[config.mk]
export PLATFORM = sky130hd
export DESIGN_NAME = quadrant_scanner
export DESIGN_NICKNAME = d
export VERILOG_FILES = /design/src/rtl/quadrant_scanner.sv
export SDC_FILE = /design/constraint.sdc
export NUM_CORES = 1
export LEC_CHECK = 0
export CORE_UTILIZATION = 50
export CTS_CLUSTER_SIZE = 20
export DETAILED_ROUTE_END_ITERATION = 8
export PLACE_DENSITY = 0.69
export SYNTH_ARGS = -nofsm -noshare
export SYNTH_HDL_FRONTEND = slang
export SYNTH_SLANG_ARGS = --single-unit
[constraint.sdc]
create_clock -name i_clk -period 5.6 [get_ports i_clk]
set_clock_uncertainty 0.05 [all_clocks]
set_input_delay 1.68 -clock i_clk [delete_from_list [all_inputs] [get_ports i_clk]]
set_output_delay 1.68 -clock i_clk [all_outputs]
set_load 0.005 [all_outputs]
[src/rtl/quadrant_scanner.sv]
// rtl/quadrant_scanner.sv - tile-ordered pixel address generator
// Walks the image QUAD x QUAD tile by tile and issues addresses over a valid/ready handshake.
module quadrant_scanner #(
  parameter int DIM_W  = 8,
  parameter int ADDR_W = 16,
  parameter int QUAD   = 4
) (
  input  logic              i_clk,
  input  logic              i_rst_n,
  input  logic              i_start,
  input  logic [DIM_W-1:0]  i_img_width,
  input  logic [DIM_W-1:0]  i_img_height,
  input  logic              i_pix_ready,
  output logic              o_pix_valid,
  output logic [ADDR_W-1:0] o_pix_addr,
  output logic [7:0]        o_quad_idx,
  output logic              o_quad_done,
  output logic              o_frame_done,
  output logic              o_busy
);

  localparam int QLOG = (QUAD > 1) ? $clog2(QUAD) : 1;
  localparam int EW   = DIM_W + 1;

  typedef enum logic [1:0] {S_IDLE, S_SCAN, S_DONE} state_t;

  state_t            r_state;
  state_t            w_state_nxt;
  logic [DIM_W-1:0]  r_w, r_h;
  logic [DIM_W-1:0]  r_bx, r_by, r_x, r_y;
  logic [QLOG-1:0]   r_lx, r_ly;
  logic [ADDR_W-1:0] r_band_base, r_row_base, r_addr;
  logic [7:0]        r_quad_idx;
  logic              r_quad_done;

  logic              w_start_acc, w_hs;
  logic              w_last_col, w_last_row, w_last_tile_in_band, w_last_band;
  logic              w_tile_end, w_frame_end;
  logic [ADDR_W-1:0] w_w_addr, w_band_stride, w_next_band_base;
  logic [DIM_W-1:0]  w_next_bx;

  assign w_start_acc = (r_state == S_IDLE) && i_start;
  assign w_hs        = (r_state == S_SCAN) && i_pix_ready;

  // Local tile counters bound the tile at QUAD; the image edge clips it earlier.
  assign w_last_col = (r_lx == QLOG'(QUAD - 1)) ||
                      ((EW'(r_x) + EW'(1)) >= EW'(r_w));
  assign w_last_row = (r_ly == QLOG'(QUAD - 1)) ||
                      ((EW'(r_y) + EW'(1)) >= EW'(r_h));
  assign w_last_tile_in_band = (EW'(r_bx) + EW'(QUAD)) >= EW'(r_w);
  assign w_last_band         = (EW'(r_by) + EW'(QUAD)) >= EW'(r_h);
  assign w_tile_end  = w_last_col && w_last_row;
  assign w_frame_end = w_tile_end && w_last_tile_in_band && w_last_band;

  assign w_w_addr         = ADDR_W'(r_w);
  assign w_band_stride    = w_w_addr << QLOG;
  assign w_next_band_base = r_band_base + w_band_stride;
  assign w_next_bx        = r_bx + DIM_W'(QUAD);

  always_ff @(posedge i_clk or negedge i_rst_n) begin
    if (!i_rst_n) begin
      r_state <= S_IDLE;
    end else begin
      r_state <= w_state_nxt;
    end
  end

  always_comb begin
    w_state_nxt  = r_state;
    o_pix_valid  = 1'b0;
    o_frame_done = 1'b0;
    o_busy       = 1'b1;
    case (r_state)
      S_IDLE: begin
        o_busy = 1'b0;
        if (i_start) begin
          if ((i_img_width == '0) || (i_img_height == '0)) begin
            w_state_nxt = S_DONE;
          end else begin
            w_state_nxt = S_SCAN;
          end
        end
      end
      S_SCAN: begin
        o_pix_valid = 1'b1;
        if (i_pix_ready && w_frame_end) begin
          w_state_nxt = S_DONE;
        end
      end
      S_DONE: begin
        o_frame_done = 1'b1;
        w_state_nxt  = S_IDLE;
      end
      default: begin
        w_state_nxt = S_IDLE;
      end
    endcase
  end

  // Address tracks row_base + x incrementally; band_base is the first row of the tile band.
  always_ff @(posedge i_clk or negedge i_rst_n) begin
    if (!i_rst_n) begin
      r_w         <= '0;
      r_h         <= '0;
      r_bx        <= '0;
      r_by        <= '0;
      r_x         <= '0;
      r_y         <= '0;
      r_lx        <= '0;
      r_ly        <= '0;
      r_band_base <= '0;
      r_row_base  <= '0;
      r_addr      <= '0;
      r_quad_idx  <= '0;
      r_quad_done <= 1'b0;
    end else begin
      r_quad_done <= 1'b0;
      if (w_start_acc) begin
        r_w         <= i_img_width;
        r_h         <= i_img_height;
        r_bx        <= '0;
        r_by        <= '0;
        r_x         <= '0;
        r_y         <= '0;
        r_lx        <= '0;
        r_ly        <= '0;
        r_band_base <= '0;
        r_row_base  <= '0;
        r_addr      <= '0;
        r_quad_idx  <= '0;
      end else if (w_hs) begin
        if (!w_last_col) begin
          r_x    <= r_x + 1'b1;
          r_lx   <= r_lx + 1'b1;
          r_addr <= r_addr + 1'b1;
        end else if (!w_last_row) begin
          r_x        <= r_bx;
          r_lx       <= '0;
          r_y        <= r_y + 1'b1;
          r_ly       <= r_ly + 1'b1;
          r_row_base <= r_row_base + w_w_addr;
          r_addr     <= r_row_base + w_w_addr + ADDR_W'(r_bx);
        end else begin
          r_quad_done <= 1'b1;
          r_quad_idx  <= r_quad_idx + 1'b1;
          r_lx        <= '0;
          r_ly        <= '0;
          if (!w_last_tile_in_band) begin
            r_bx       <= w_next_bx;
            r_x        <= w_next_bx;
            r_y        <= r_by;
            r_row_base <= r_band_base;
            r_addr     <= r_band_base + ADDR_W'(w_next_bx);
          end else begin
            r_bx        <= '0;
            r_x         <= '0;
            r_by        <= r_by + DIM_W'(QUAD);
            r_y         <= r_by + DIM_W'(QUAD);
            r_band_base <= w_next_band_base;
            r_row_base  <= w_next_band_base;
            r_addr      <= w_next_band_base;
          end
        end
      end
    end
  end

  assign o_pix_addr  = r_addr;
  assign o_quad_idx  = r_quad_idx;
  assign o_quad_done = r_quad_done;

endmodule

# ---- Word level (Yosys, flattened, before mapping)
# Cells that the tools add are included.
dict set report word_totals {
  register_bits 111
  wordCells 111
}
dict set report classes {
  add_sub_neg 16
  order_cmp 4
  n_eq_ne 6
  n_mux 53
  reduce_logical 18
}
# cell count
set ops {}
lappend ops {{two-way mux 16 bit} 14}
lappend ops {{two-way mux 8 bit} 21}
lappend ops {{adder 16 x 8 -> 16 bit} 3}
lappend ops {{>= comparator 9 x 8 -> 1 bit} 4}
lappend ops {{adder 8 x 1 -> 8 bit, second input constant} 3}
lappend ops {{two-way mux 2 bit} 10}
lappend ops {{adder 8 x 1 -> 9 bit, second input constant} 2}
lappend ops {{adder 8 x 3 -> 9 bit, second input constant} 2}
lappend ops {{adder 16 x 1 -> 16 bit, second input constant} 1}
lappend ops {{adder 16 x 10 -> 16 bit} 1}
lappend ops {{adder 8 x 3 -> 8 bit, second input constant} 2}
lappend ops {{zero test 8 bit} 2}
lappend ops {{two-way mux 1 bit} 7}
lappend ops {{equality test 2 bit, second input constant} 3}
lappend ops {{logical AND 1 bit} 6}
lappend ops {{nonzero test 2 bit} 3}
lappend ops {{adder 2 x 1 -> 2 bit, second input constant} 2}
lappend ops {{one-hot mux 2 bit (2 select lines)} 1}
lappend ops {{AND reduction 2 bit} 2}
lappend ops {{logical OR 1 bit} 3}
lappend ops {{AND reduction 3 bit} 1}
lappend ops {{equality test 2 x 1 -> 1 bit, second input constant} 1}
lappend ops {{zero test 2 bit} 1}
lappend ops {{!= test 2 x 1 -> 1 bit, second input constant} 1}
lappend ops {{!= test 2 bit, second input constant} 1}

# ---- Logic depth before layout (Yosys ltp)
dict set report depth {
  word_depth 9
  ltp_mapped 16
  mapped_depth_nobuf 16
}

# ---- Worst setup path after synthesis
# OpenSTA, ideal clock, no wires.
dict set report synth_path {
  path_type {register to register}
  start {register r_w[0]}
  end {register r_addr[15] (netlist: o_pix_addr[15])}
  setup_ps 136
  arrival_ps 2923
  t_required_ps 5414
  slack_ps 2491
  stages_incl_launch_ff 17
  path_buffers 0
  cell_sequence {dfrtp_1 -> ha_1 -> inv_1 -> fa_1 -> nand2b_1 -> nand2_1 -> a21oi_1 -> xnor2_1 -> ha_1 -> o21ai_0 -> nand2b_1 -> a31oi_1 -> nor2b_1 -> o2111ai_2 -> nor4_2 -> xnor2_1 -> o221ai_2}
}
dict set report synth_between {
  elab_chain_len 6
  elab_cells_between_ends 11
  cone_classes {add/sub (3); order compare (2); mux (5); reduce/logical (1)}
}
# element line
set synth_lines {}
lappend synth_lines {{start, declared} 29} ;# logic [DIM_W-1:0] r_w, r_h;
lappend synth_lines {{start signal, assigned} 119} ;# r_w <= i_img_width;
lappend synth_lines {{adder 16 x 8 -> 16 bit (tied with other cells)} 142} ;# r_addr <= r_row_base + w_w_addr + ADDR_W'(r_bx);
lappend synth_lines {{adder 16 x 8 -> 16 bit / two-way mux 16 bit (equally long branches)} {142, 148}}
lappend synth_lines {{two-way mux 16 bit} 136} ;# end else if (!w_last_row) begin
lappend synth_lines {{two-way mux 16 bit (*)} 132} ;# if (!w_last_col) begin
lappend synth_lines {{two-way mux 16 bit (*)} 131} ;# end else if (w_hs) begin
lappend synth_lines {{two-way mux 16 bit (*)} 118} ;# if (w_start_acc) begin
lappend synth_lines {{end signal, assigned} 135} ;# r_addr <= r_addr + 1'b1;
lappend synth_lines {{end signal, assigned} 142}
lappend synth_lines {{end signal, assigned} 153} ;# r_addr <= r_band_base + ADDR_W'(w_next_bx);
lappend synth_lines {{end, declared} 32} ;# logic [ADDR_W-1:0] r_band_base, r_row_base, r_addr;
# Mark *: on every way between the ends. The rest lies on a longest branch, timed or not. The select of a mux whose other input is x is not followed.
# A chain may end at the register's enable or synchronous reset.

# ---- Worst setup path in the final report
dict set report layout_path {
  start {register r_bx[4]}
  end {register r_addr[8] (netlist: o_pix_addr[8])}
}
dict set report layout_between {
  elab_chain_len 7
  elab_cells_between_ends 10
  cone_classes {add/sub (4); order compare (1); mux (5)}
}
# element line
set layout_lines {}
lappend layout_lines {{start, declared} 30} ;# logic [DIM_W-1:0] r_bx, r_by, r_x, r_y;
lappend layout_lines {{start signal, assigned} 149} ;# r_bx <= w_next_bx;
lappend layout_lines {{adder 8 x 3 -> 8 bit / adder 8 x 3 -> 9 bit (equally long branches)} {58, 50}}
lappend layout_lines {{adder 16 x 8 -> 16 bit / >= comparator 9 x 8 -> 1 bit (equally long branches)} {153, 50}}
lappend layout_lines {{two-way mux 16 bit} 148} ;# if (!w_last_tile_in_band) begin
lappend layout_lines {{two-way mux 16 bit (*)} 136}
lappend layout_lines {{two-way mux 16 bit (*)} 132}
lappend layout_lines {{two-way mux 16 bit (*)} 131}
lappend layout_lines {{two-way mux 16 bit (*)} 118}
# Marks and branches as above.

==> impl_metrics.toml <==
[layout]
drive_above_1_share_pct = 6.587
final_common_cell = "o21ai_0"
final_cells = 1218
multi_input_area_sq_um = 5244
area_delta_synth_final_pct = 12.09
nets = 1090
antennaDiodeCount = 0
fillers = 1451
regArea_sq_um = 2678
most-common-layout-cells = "111 x o21ai_0, 107 x dfrtp_1, 106 x nand2_1"
design_area_sq_um = 9198

[clocking]
cts-htree-levels = 3
post-cts-setup-buffers = 0
post_cts_resized = 0
clk_path_buf_depth = 2
clock-sinks = 107
cts_hold_buf = 0
cts_made_buffers = 9
cts_tree = "yes"
clk_pin_slew_ns = 0.07
clkLatencyLatePin_ns = 0.36
clock-root-buffer = "clkbuf_16"

[detailed_routing]
num_vias = 7370
dr.max_layer_used = "met4"
post_drt_wl_per_cell_um = 18.79
dr.pass1.iters = 5
routedLengthMet1_um = 10720
drt_wl_total_um = 22880
drt_iter0_drc = 555
detail_route.vias_per_cell = 6.051
drc = 0
wl_met2_um = 10500
met3_length_um = 1065
ant_nets = 0

[synth]
syn_nets = 1061
syn_avg_cell_area_sq_um = 8.468
ys_ff_latch = 107
yosysUniqueCellTypes = 84
synth-edff-count = 0
synth_top_cell_by_area = "dfrtp_1"
synth_cells = 969
ys_seq_area_share_pct = 32.63
async_reset_ff_share_pct = 100.0
ys_top_cells_by_area = "dfrtp_1 33%, ha_1 11%, o21ai_0 6.8%, nand2_1 4.8%, xnor2_1 4.7%"
netlist_area_sq_um = 8205
yosys_warnings = 0
synthFlopType = "dfrtp_1"
yosys.area.top_type_share_pct = 32.63

[die]
rows = 46
die_h_um = 130.1
die_area_sq_um = 16930
coreArea_sq_um = 15940
initial_core_util_pct = 51.47
pin_count = 48
die_w_um = 130.1

[timing]
setup_violations = 0
tns_ns = 0
max_freq_ghz = 0.2477
slew_headroom_pct = 35.71
slew_violations = 0
fin_crit_sh_pct = 72.08
rsz0062_at_grt = "false"
worst_slew_pin_slew_ns = 0.9608
min_period_ns = 4.036
hold_violations = 0
whs_ns = 0.4591

[critical_path]
cp-startpoint = "r_bx[4]"
worstPathArrival_ns = 4.23
end_kind = "flip-flop"
path_buf_inv = 1
critPathRequiredTime_ns = 5.79
worstSetupPathDepth = 13
max_stage_delay_ns = 0.51
start_kind = "flip-flop"
path_class = "flip-flop to flip-flop"
r2r_cells = 13
slowest_stage = "and2_1"
worst_r2r_endpoint = "o_pix_addr[8]"
crit_family = "simple AND/OR/NAND/NOR gates"
r2r_slack_ns = 1.56
reg2reg_from = "r_bx[4]"
path_max_fanout = 11
endpoint = "o_pix_addr[8]"
cp_cell_sequence = "nand3_1, nor2_1, xor2_1, ha_1, and3_1, a221o_1, a21oi_4, and2_1, buf_4, nor2_1, a211oi_1, a21oi_1, a221o_1"

[placement]
dp.cells = 1203
gp_congestion = 0.9269
port_buffers = 47
postPlaceCellArea_sq_um = 8881
hpwl_um = 16980

[hold_path]
holdCritPathClass = "flip-flop to flip-flop"
hold_start = "r_lx[0]"

[global_route]
grt_usage_pct = 28.64
grt_pass1_vias = 6911
grt_pass1_wl_um = 37020
overflow = 0
grt_max_degree = 46
antenna_found_initial = 0

[power_and_ir_drop]
p_total_mw = 3.668
p_leak_nw = 3.957
p_seq_share_pct = 29.6
pwr_density_cell_nw_per_um2 = 398.8
power_frac_comb_pct = 51.4
vdd_drop_max_mv = 0.2376
p_sw_mw = 1.649
switching_share_pct = 44.97
clock_power_share_pct = 19.1
p_int_mw = 2.019

[flow_run]
drv_cap = 0

[run_status]
status = "finished, final reports clean"
## registers in the layout, summed over array words and instances, names as in the netlist
| signal | count |
|---|---|
| o_pix_addr | 16 |
| o_quad_done | 1 |
| o_quad_idx | 8 |
| r_band_base | 14 |
| r_bx | 8 |
| r_by | 6 |
| r_h | 8 |
| r_lx | 2 |
| r_ly | 2 |
| r_row_base | 16 |
| r_state | 2 |
| r_w | 8 |
| r_x | 8 |
| r_y | 8 |
## kinds of logic after synthesis
| kind of cell | Yosys count | synth area share, % |
|---|---|---|
| AO/OA/AOI/OAI | 284 | 22.90 |
| XOR/XNOR | 76 | 8.204 |
| adder cells (fa/ha/maj) | 72 | 11.25 |
| buffers and inverters | 74 | 3.644 |
| flip-flops | 107 | 32.63 |
| multiplexers | 8 | 0.9912 |
| AND/OR/NAND/NOR | 348 | 20.37 |
## synthesized netlist by cell type (all sizes together) (3+ instances only)
cell / n
a211o: 4
a211oi: 10
a21o: 15
a21oi: 53
a221o: 5
a22o: 9
a22oi: 6
a31oi: 7
and2: 10
and3: 13
buf: 13
clkbuf: 30
dfrtp: 107
fa: 3
ha: 69
inv: 31
mux2i: 7
nand2: 108
nand2b: 5
nand3: 53
nand4: 12
nand4b: 3
nor2: 83
nor2b: 14
nor3: 16
nor3b: 7
nor4: 10
o211ai: 6
o21a: 7
o21ai: 118
o221ai: 11
o311ai: 3
o31a: 3
o31ai: 6
or2: 6
or3: 6
xnor2: 45
xor2: 31
## routing by layer
layer	global-route usage, %	up-vias
li1	-	3562
met1	39.49	3554
met2	46.25	220
met3	2.952	34
met4	11.22	0
met5	0	-
## worst min-delay path by stage
stage	to	slack, ns	depth (start not counted)
global placement	r_row_base[6]	0.44	2
finish	r_lx[0]	0.46	1
global route	r_row_base[3]	0.48	1
floorplan	r_lx[0]	0.42	1
detailed placement	r_ly[1]	0.45	1
CTS	r_ly[1]	0.47	1
## metrics by stage
step | setup WS, ns | util (%)
floorplan | 2.491 | -
global placement | 1.710 | 55.71
detailed placement | 1.669 | 55.71
CTS | 1.649 | 57.69
global route | 1.365 | 57.69
finish | 1.564 | 57.69
## layout make-up
class,instances,area share [%]
multi-input cells,788,57.01
flip-flops and latches,107,29.11
repair buffers,61,6.230
well taps,216,2.938
clock buffers,9,2.449
inverters,31,1.265
clock inverters,6,0.9931
## power by group through the flow
stage,Clock [mW],Sequential [mW],Combinational [mW]
floorplan,0,1.04,1.32
global placement,0,1.09,1.82
detailed placement,0,1.09,1.85
CTS,0.713,1.08,1.86
global route,0.739,1.10,2.08
finish,0.700,1.08,1.88
## worst reg2reg max path, stage by stage, from the launching register on
cell      delay (ns)
dfrtp_1         0.48
nand3_1         0.21
nor2_1          0.30
xor2_1          0.28
ha_1            0.29
and3_1          0.16
a221o_1         0.32
a21oi_4         0.32
and2_1          0.52
buf_4           0.28
nor2_1          0.08
a211oi_1        0.21
a21oi_1         0.06
a221o_1         0.35
(Power assumes the default switching activity.)
